[config.mk]
export PLATFORM = sky130hd
export DESIGN_NAME = fetch_queue
export DESIGN_NICKNAME = d
export VERILOG_FILES = /design/src/rtl/fetch_pkg.sv /design/src/rtl/fetch_fifo.sv /design/src/rtl/fetch_queue.sv
export SDC_FILE = /design/constraint.sdc
export NUM_CORES = 1
export LEC_CHECK = 0
export ABC_CLOCK_PERIOD_IN_PS = 2850
export BUFFER_PORTS_ARGS = -buffer_cell sky130_fd_sc_hd__buf_2
export CAP_MARGIN = 0
export CORE_UTILIZATION = 35
export CTS_CLUSTER_DIAMETER = 40
export CTS_CLUSTER_SIZE = 10
export DETAILED_ROUTE_END_ITERATION = 12
export PLACE_DENSITY = 0.56
export SLEW_MARGIN = 20
export SYNTH_ARGS = -nofsm -noshare
export SYNTH_HDL_FRONTEND = slang
export SYNTH_SLANG_ARGS = --single-unit
[constraint.sdc]
create_clock -name clk -period 2.85 [get_ports clk]
set_clock_uncertainty 0.05 [all_clocks]
set_input_delay 0.1425 -clock clk [delete_from_list [all_inputs] [get_ports clk]]
set_output_delay 0.1425 -clock clk [all_outputs]
set_load 0.05 [all_outputs]
[src/rtl/fetch_pkg.sv]
// Shared types for the instruction fetch queue.
// Holds the fetch FSM state encoding, the queued {pc, instr} entry and a PC alignment helper.
package fetch_pkg;

    typedef enum logic [1:0] {
        FETCH = 2'd0,
        WAIT  = 2'd1,
        DROP  = 2'd2
    } fetch_state_e;

    typedef struct packed {
        logic [63:0] pc;
        logic [31:0] instr;
    } fetch_entry_t;

    localparam logic [63:0] INSTR_BYTES = 64'd4;

    function automatic logic [63:0] align_pc(input logic [63:0] pc);
        return {pc[63:2], 2'b00};
    endfunction

endpackage

[src/rtl/fetch_fifo.sv]
// Circular FIFO of fetched {pc, instr} entries with flush.
// Ports: i_clk, i_rst_n (async low), i_flush, i_push/i_entry, i_pop, o_head, o_count.
module fetch_fifo
    import fetch_pkg::*;
#(
    parameter  int unsigned DEPTH = 4,
    localparam int unsigned AW    = (DEPTH > 1) ? $clog2(DEPTH) : 1
) (
    input  logic         i_clk,
    input  logic         i_rst_n,
    input  logic         i_flush,
    input  logic         i_push,
    input  fetch_entry_t i_entry,
    input  logic         i_pop,
    output fetch_entry_t o_head,
    output logic [AW:0]  o_count
);

    localparam logic [AW:0] FULL_CNT = (AW+1)'(DEPTH);

    fetch_entry_t  r_mem [DEPTH];
    logic [AW-1:0] r_rd_ptr;
    logic [AW-1:0] r_wr_ptr;
    logic [AW:0]   r_count;

    logic w_pop;
    logic w_push;

    // Flush wins over both push and pop.
    assign w_pop  = i_pop && !i_flush && (r_count != '0);
    assign w_push = i_push && !i_flush && ((r_count != FULL_CNT) || w_pop);

    always_ff @(posedge i_clk or negedge i_rst_n) begin
        if (!i_rst_n) begin
            r_rd_ptr <= '0;
            r_wr_ptr <= '0;
            r_count  <= '0;
            for (int i = 0; i < int'(DEPTH); i++) begin
                r_mem[i] <= '0;
            end
        end else begin
            if (i_flush) begin
                r_rd_ptr <= '0;
                r_wr_ptr <= '0;
                r_count  <= '0;
            end else begin
                if (w_push) begin
                    r_mem[r_wr_ptr] <= i_entry;
                    r_wr_ptr        <= r_wr_ptr + 1'b1;
                end
                if (w_pop) begin
                    r_rd_ptr <= r_rd_ptr + 1'b1;
                end
                if (w_push && !w_pop) begin
                    r_count <= r_count + 1'b1;
                end else if (w_pop && !w_push) begin
                    r_count <= r_count - 1'b1;
                end
            end
        end
    end

    assign o_head  = r_mem[r_rd_ptr];
    assign o_count = r_count;

endmodule

[src/rtl/fetch_queue.sv]
// Instruction fetch queue: issues one word fetch at a time and buffers responses for IF/ID.
// Ports: clk, reset (async low), req_*/resp_* memory side, out_* IF/ID side, redirect_* flush.
module fetch_queue
    import fetch_pkg::*;
#(
    parameter int unsigned DEPTH    = 4,
    parameter logic [63:0] RESET_PC = 64'h0
) (
    input  logic        clk,
    input  logic        reset,
    output logic        req_valid,
    output logic [63:0] req_addr,
    input  logic        req_ready,
    input  logic        resp_valid,
    input  logic [31:0] resp_data,
    output logic        out_valid,
    output logic [63:0] out_pc,
    output logic [31:0] out_instr,
    input  logic        out_ready,
    input  logic        redirect_valid,
    input  logic [63:0] redirect_pc
);

    localparam int unsigned AW       = (DEPTH > 1) ? $clog2(DEPTH) : 1;
    localparam logic [AW:0] FULL_CNT = (AW+1)'(DEPTH);

    fetch_state_e r_state;
    fetch_state_e w_state_nxt;
    logic [63:0]  r_fetch_pc;
    logic [63:0]  w_fetch_pc_nxt;
    logic [63:0]  r_pend_pc;
    logic [63:0]  w_pend_pc_nxt;

    logic         w_req_fire;
    logic         w_push;
    logic         w_pop;
    logic [AW:0]  w_count;
    fetch_entry_t w_head;
    fetch_entry_t w_push_entry;

    // Only one request is ever outstanding and it is issued with a free
    // slot, so the response always has room when it arrives.
    assign req_valid  = reset && (r_state == FETCH)
                        && (w_count != FULL_CNT) && !redirect_valid;
    assign req_addr   = r_fetch_pc;
    assign w_req_fire = req_valid && req_ready;

    assign w_push       = (r_state == WAIT) && resp_valid && !redirect_valid;
    assign w_pop        = out_valid && out_ready && !redirect_valid;
    assign w_push_entry = '{pc: r_pend_pc, instr: resp_data};

    assign out_valid = (w_count != '0);
    assign out_pc    = w_head.pc;
    assign out_instr = w_head.instr;

    fetch_fifo #(
        .DEPTH (DEPTH)
    ) u_fifo (
        .i_clk   (clk),
        .i_rst_n (reset),
        .i_flush (redirect_valid),
        .i_push  (w_push),
        .i_entry (w_push_entry),
        .i_pop   (w_pop),
        .o_head  (w_head),
        .o_count (w_count)
    );

    always_comb begin
        w_state_nxt    = r_state;
        w_fetch_pc_nxt = r_fetch_pc;
        w_pend_pc_nxt  = r_pend_pc;

        unique case (r_state)
            FETCH: begin
                if (w_req_fire) begin
                    w_state_nxt = WAIT;
                end
            end
            WAIT: begin
                // A response arriving with a redirect has nothing left to
                // wait for, so it is discarded and fetching resumes.
                if (resp_valid) begin
                    w_state_nxt = FETCH;
                end else if (redirect_valid) begin
                    w_state_nxt = DROP;
                end
            end
            DROP: begin
                if (resp_valid) begin
                    w_state_nxt = FETCH;
                end
            end
            default: begin
                w_state_nxt = FETCH;
            end
        endcase

        if (redirect_valid) begin
            w_fetch_pc_nxt = align_pc(redirect_pc);
        end else if (w_req_fire) begin
            w_fetch_pc_nxt = r_fetch_pc + INSTR_BYTES;
        end

        if (w_req_fire) begin
            w_pend_pc_nxt = r_fetch_pc;
        end
    end

    always_ff @(posedge clk or negedge reset) begin
        if (!reset) begin
            r_state    <= FETCH;
            r_fetch_pc <= RESET_PC;
            r_pend_pc  <= '0;
        end else begin
            r_state    <= w_state_nxt;
            r_fetch_pc <= w_fetch_pc_nxt;
            r_pend_pc  <= w_pend_pc_nxt;
        end
    end

endmodule
==> reports/results.txt, run 1 <==
Cell Area, Synth = 23,000 µm²
Routability Congestion = 0.7886
worst path required time = 3.28 ns
Yosys top cell by area = dfrtp_1
CP Cell Sequence = nand3_1, or4_2, or4_1, o311ai_0, nand3_1
fmax = 383.9 MHz
final wirelength = 65.27 mm
Pleak = 0.01449 µW
first-pass GRT wire length = 101.2 mm
worst-margin pin slew = 1.041 ns
Crit path buffers/inverters = 0
Starting Density = 35.55%
Antenna Diode Count = 0
Worst Setup Start Kind = register
CTS max path bufs = 3
Max-Cap Viols = 0
initial antenna violation count = 1
CORE AREA = 64,700 µm²
sequential fraction of the synthesis area = 55.39%
Primary FF master, synth = dfrtp_1
H-tree levels = 3
critical path endpoint category = register
WS Path Type = register to register
CTS tree = yes
CTS buffer count = 95
I/O Buffers = 257
Wirelength per Cell = 21.41 µm
Tot GR Track Use = 19.78%
number of nets in the layout = 2,223
Die Y = 258.3 µm
r2r endpoint = req_addr[61]
r2r worst-path depth = 5
DR vias = 15.99k
RR Startpoint = req_addr[30]
Iteration-0 DRC Markers = 999
share of cells above drive strength 1 = 44.85%
setup TNS = 0 ns
Final Critical Period = 2.605 ns
routed vias/inst = 5.244
post-placement cell count = 2,773
CP max FO = 7
Critical Path AT = 3.03 ns
post-synthesis async set-or-reset flop share = 100.0%
total grt overflow = 0
commonest cells after routing, fill and taps aside = dfrtp_1, mux2_2, buf_2
max incr delay on CP = 0.71 ns
number of flops mapped to enable cells by yosys = 0
status = finished clean
P per Cell Area = 968.5 nW/µm²
final setup vio count = 0
critical path depth = 5
Crit-path slowest cell = or4_2
post-DP HPWL = 42.35 mm
Slew HR = 30.50%
TritonRoute pass-1 iters = 7
Hold Violations, Final = 0
Cell Rows = 93
CTS clk-pin slew, worst paths = 0.05 ns
largest net degree at the start of global routing = 154
Crit path top cell by count = nand3_1
CTS Root Cell = clkbuf_16
Largest delay share family, worst path = simple AND/OR/NAND/NOR gates
setup repair after global routing missed its margin = false
Final ANT Viol Nets = 0
Finished Layout Cells = 3,049
Synth Area per Inst = 13.44 µm²
Die W = 258.3 µm
Syn. warnings = 0
Gate Count Post-Synth = 1,711
DRC Markers = 0
most common cell after layout, fill and taps aside = dfrtp_1
post-CTS sizing = 0
Ports = 264
worst min-delay path class = primary input to asynchronous set/reset pin
worst-skew pair later-pin latency = 0.62 ns
Max VDD drop = 0.5051 mV
synthesis-to-layout area growth = 30.34%
die area = 66,730 µm²
fin crit share = 91.40%
max-slew violation count = 0
library cells used by synthesis = 66
top area cells in the synthesized netlist = dfrtp_1, mux2_2, mux4_2
flop-to-flop setup slack = 0.25 ns
#FFs+latches synth = 509
post-synth top area share = 55.39%
vias in the first global route = 16.79k
clk sinks = 509
## registers in the layout, indices dropped and copies added, names as in the netlist
| name | count |
|---|---|
| u_fifo.r_wr_ptr | 2 |
| r_pend_pc | 62 |
| req_addr | 62 |
| u_fifo.r_rd_ptr | 2 |
| r_state | 2 |
| u_fifo.r_mem | 376 |
| u_fifo.o_count | 3 |
## report_power, final
| group | internal, µW | total, µW | switching [µW] |
|---|---|---|---|
| Clock | 7460 | 11400 | 3890 |
| Sequential | 8440 | 9560 | 1120 |
| Combinational | 2840 | 8120 | 5280 |
## tightest hold or removal path: cells and delay by family
| kind | cells | cell delay [ns] |
|---|---|---|
| buffers and inverters | 3 | 1.19 |
## through the flow
step                instance area (µm²)  hold WS [ns]  util (%)  power, µW  setup slack [ns]
floorplan                         23010       -0.2031         -      15300           0.06914
global route                      29980        0.2266     46.33      30310            0.1333
global placement                  25670        0.2677     39.68      17550            0.3397
detailed placement                25670        0.2785     39.68      17720            0.2873
finish                            29980        0.1909     46.33      29030            0.2451
CTS                               29940        0.1913     46.28      29380          0.004345
## Yosys cell counts, types with 2 or more instances
cell,number
a221o_1,2
clkbuf_1,59
a211o_1,4
mux4_2,94
nand2b_1,3
a32oi_1,6
o311ai_0,19
o21ai_0,32
or4_4,2
ha_1,5
o21bai_1,2
buf_4,4
dfrtp_1,509
mux2_2,377
buf_1,18
nand3b_1,4
nor4_1,9
xor2_1,4
inv_1,11
or3_2,2
o211ai_1,18
nor2_1,27
nand4_1,30
or3_1,4
buf_2,34
mux2i_1,8
xnor2_1,7
a22oi_1,12
nand3_1,50
and3_1,19
nor4_2,2
o211a_1,3
and2_1,13
or4_1,9
nand2_1,237
nor3_1,14
a31oi_1,6
and4_1,7
o31ai_1,2
a21oi_1,12
a21o_1,6
## what timing repair did
action                                  in CTS  in global routing
endpoints found under the hold margin      330                  0
hold buffers                                99                  0
buffers inserted                             0                  1
endpoints found under the setup margin       0                 25
## worst max path at each step
stage / start / slack, ns / to
2_1_floorplan: req_addr[28] / 0.07 / req_addr[60]
4_1_cts: u_fifo.r_rd_ptr[0] / 0.004 / out_pc[28]
3_3_place_gp: req_addr[30] / 0.34 / req_addr[60]
5_1_grt: u_fifo.r_rd_ptr[0] / 0.13 / out_pc[18]
3_5_place_dp: req_addr[10] / 0.29 / req_addr[62]
6_report: req_addr[30] / 0.25 / req_addr[61]
## layer usage
metal	track usage (%)	share of wire, %
met4	6.870	2.9
met5	0	0.020
met3	4.656	5.6
met1	27.15	45
met2	30.68	46
## cells by family after synthesis
logic type,share of synthesized area (%)
flops,55.39
simple gates,9.233
mux,28.01
other cells,0.01631
fa+ha+maj,0.3591
compound gates,4.086
xor+xnor,0.4189
buf+inv,2.486
## cell type report
type / count / area [µm²]
clock buffers: 119 / 2620
multi-input cells: 1075 / 9749
inverters: 11 / 41.29
fillers: 5902 / 34720
repair buffers: 423 / 3092
clock inverters: 57 / 658.1
flip-flops and latches: 509 / 12740
well taps: 855 / 1070
Note: power is estimated with default switching activity, not from simulation.
==> run 2: changes to the inputs <==
--- a/config.mk
+++ b/config.mk
@@ -12,7 +12,7 @@
 export CTS_CLUSTER_DIAMETER = 40
 export CTS_CLUSTER_SIZE = 10
 export DETAILED_ROUTE_END_ITERATION = 12
-export PLACE_DENSITY = 0.56
+export PLACE_DENSITY_LB_ADDON = 0.1
 export SLEW_MARGIN = 20
 export SYNTH_ARGS = -nofsm -noshare
 export SYNTH_HDL_FRONTEND = slang
==> run 2 against run 1 <==
Die area unchanged; via count fell by 0.16%; global-route usage increased by 0.88 points; flip-flop and latch count did not move; routed wire length rose by 3.5%.
==> reports/results.txt, run 2 (synthesis gave the netlist of run 1 again) <==
Final Critical Period = 2.716 ns (+0.1113 ns)
max reg flops = 376 (unchanged)
Final ANT Viol Nets = 0 (unchanged)
CTS max path bufs = 3 (unchanged)
worst path required time = 3.29 ns (about the same)
fin crit share = 95.31% (+3.9 points)
RR Startpoint = r_state[1]
CTS tree = yes
CTS buffer count = 93 (-2.1%)
CTS clk-pin slew, worst paths = 0.05 ns (about the same)
post-placement cell count = 2,793 (+0.72%)
final setup vio count = 0 (unchanged)
Tot GR Track Use = 20.66% (+0.88 points)
grt peak-use layer = met2
P per Cell Area = 965.9 nW/µm² (-0.27%)
largest net degree at the start of global routing = 150 (-2.6%)
share of cells above drive strength 1 = 45.35% (+0.50 points)
TritonRoute pass-1 iters = 4 (-3)
Worst Setup SP = r_state[1]
clk sinks = 509 (unchanged)
register with the most flip-flops = u_fifo.r_mem
Wirelength per Cell = 22.01 µm (+2.8%)
synthesis-to-layout area growth = 31.19%
number of nets in the layout = 2,244 (+0.94%)
setup repair after global routing missed its margin = false
worst-skew pair later-pin latency = 0.62 ns (about the same)
Slew HR = 38.08% (+7.6 points)
setup TNS = 0 ns (unchanged)
initial antenna violation count = 4 (+3)
post-DP HPWL = 43.69 mm (+3.2%)
DR vias = 15.96k (-0.16%)
CTS Root Cell = clkbuf_16
Routability Congestion = 0.7913 (+0.34%)
first-pass GRT wire length = 105.0 mm (+3.8%)
worst min-delay path class = primary input to asynchronous set/reset pin
H-tree levels = 3 (unchanged)
Max-Cap Viols = 0 (unchanged)
Ports = 264 (unchanged)
max-slew violation count = 0 (unchanged)
fmax = 368.2 MHz (-4.1%)
Iteration-0 DRC Markers = 963 (-3.6%)
Pleak = 0.01459 µW (+0.68%)
routed vias/inst = 5.199 (-0.85%)
critical path endpoint category = register
Hold Violations, Final = 0 (unchanged)
status = finished clean
Die Y = 258.3 µm (unchanged)
worst-margin pin slew = 0.9266 ns (-0.1148 ns)
WS Path Type = register to register
vias in the first global route = 16.93k (+0.78%)
M3 GR Usage = 4.245% (-0.41 points)
Cell Rows = 93 (unchanged)
M2 GR Usage = 33.47% (+2.8 points)
final wirelength = 67.56 mm (+3.5%)
DRC Markers = 0 (unchanged)
Die W = 258.3 µm (unchanged)
Worst Setup Start Kind = register
total grt overflow = 0 (unchanged)
CP max FO = 22 (+15)
CORE AREA = 64,700 µm² (unchanged)
Max VDD drop = 0.5025 mV (-0.51%)
Finished Layout Cells = 3,070 (+0.69%)
I/O Buffers = 257 (unchanged)
die area = 66,730 µm² (unchanged)
Starting Density = 35.55% (unchanged)
Critical Path AT = 3.16 ns (+0.13 ns)
commonest cells after routing, fill and taps aside = dfrtp_1, mux2_2, buf_2
met1 Track Usage GR = 27.79% (+0.64 points)
most common cell after layout, fill and taps aside = dfrtp_1
==> run 2: cell count changes in the layout (fill, tap and decap cells not counted), moves of 3 or more <==
| cell | previous run | this run |
|---|---|---|
| clkinvlp_4 | 10 | 13 |
| dlygate4sd3_1 | 99 | 102 |
| clkinv_2 | 14 | 11 |
| buf_4 | 44 | 66 |
| bufinv_16 | 10 | 13 |
| clkbuf_1 | 11 | 8 |
==> run 2: where the power goes <==
part	total [µW]	leakage (µW)	switching, µW	internal (µW)
Combinational	8090	0.00620	5270	2820
Clock	11500	0.00159	3920	7610
Sequential	9520	0.00680	1080	8440
==> run 2: worst paths after layout <==
check                      slack [ns]  depth (start not counted)                 to
max in group asynchronous        1.17                          4      r_pend_pc[23]
max                              0.13                          8        req_addr[2]
min                              0.21                          3   u_fifo.r_mem[15]
min reg2reg                      0.45                          1  u_fifo.r_mem[165]
min in group clk                 0.22                          4       req_addr[16]
max reg2reg                      0.13                          8        req_addr[2]
==> run 2: layout make-up <==
class                   count  area [µm²]
diodes                      1       2.502
clock buffers             114        2559
clock inverters            59       750.7
fillers                  5915       34530
inverters                  11       41.29
multi-input cells        1075        9754
flip-flops and latches    509       12740
well taps                 855        1070
repair buffers            446        3247
==> run 2: critical path, cell delays in order (launching register included) <==
cell and delay, ns:
dfrtp_1 0.40, nor4b_1 0.35, buf_4 0.20, and3_4 0.29, buf_4 0.23, buf_6 0.24
xnor2_1 0.14, o21ai_0 0.09, dlygate4sd3_1 0.57
==> run 2: routing by layer <==
layer / wire (µm) / vias up
met5: 35 / -
met4: 1543 / 6
li1: - / 7214
met1: 29990 / 8250
met3: 3445 / 107
met2: 32550 / 385
==> run 2: through the flow <==
step | worst slack (ns) | util [%] | cell area (µm²) | hold slack (ns) | power, µW
3_3_place_gp | 0.3297 | 39.89 | 25800 | 0.2525 | 17580
5_1_grt | 0.02765 | 46.63 | 30170 | 0.2186 | 30490
4_1_cts | 0.05029 | 46.58 | 30140 | 0.1881 | 29570
3_5_place_dp | 0.2952 | 39.89 | 25800 | 0.2655 | 17740
2_1_floorplan | 0.06914 | - | 23010 | -0.2031 | 15300
6_report | 0.1338 | 46.63 | 30170 | 0.2091 | 29140
==> run 2: timing repair <==
action,CTS,global route
setup endpoints to repair,0,1
hold endpoints to repair,382,0
gates resized for setup,0,1
buffers inserted,0,0
hold buffers,102,0
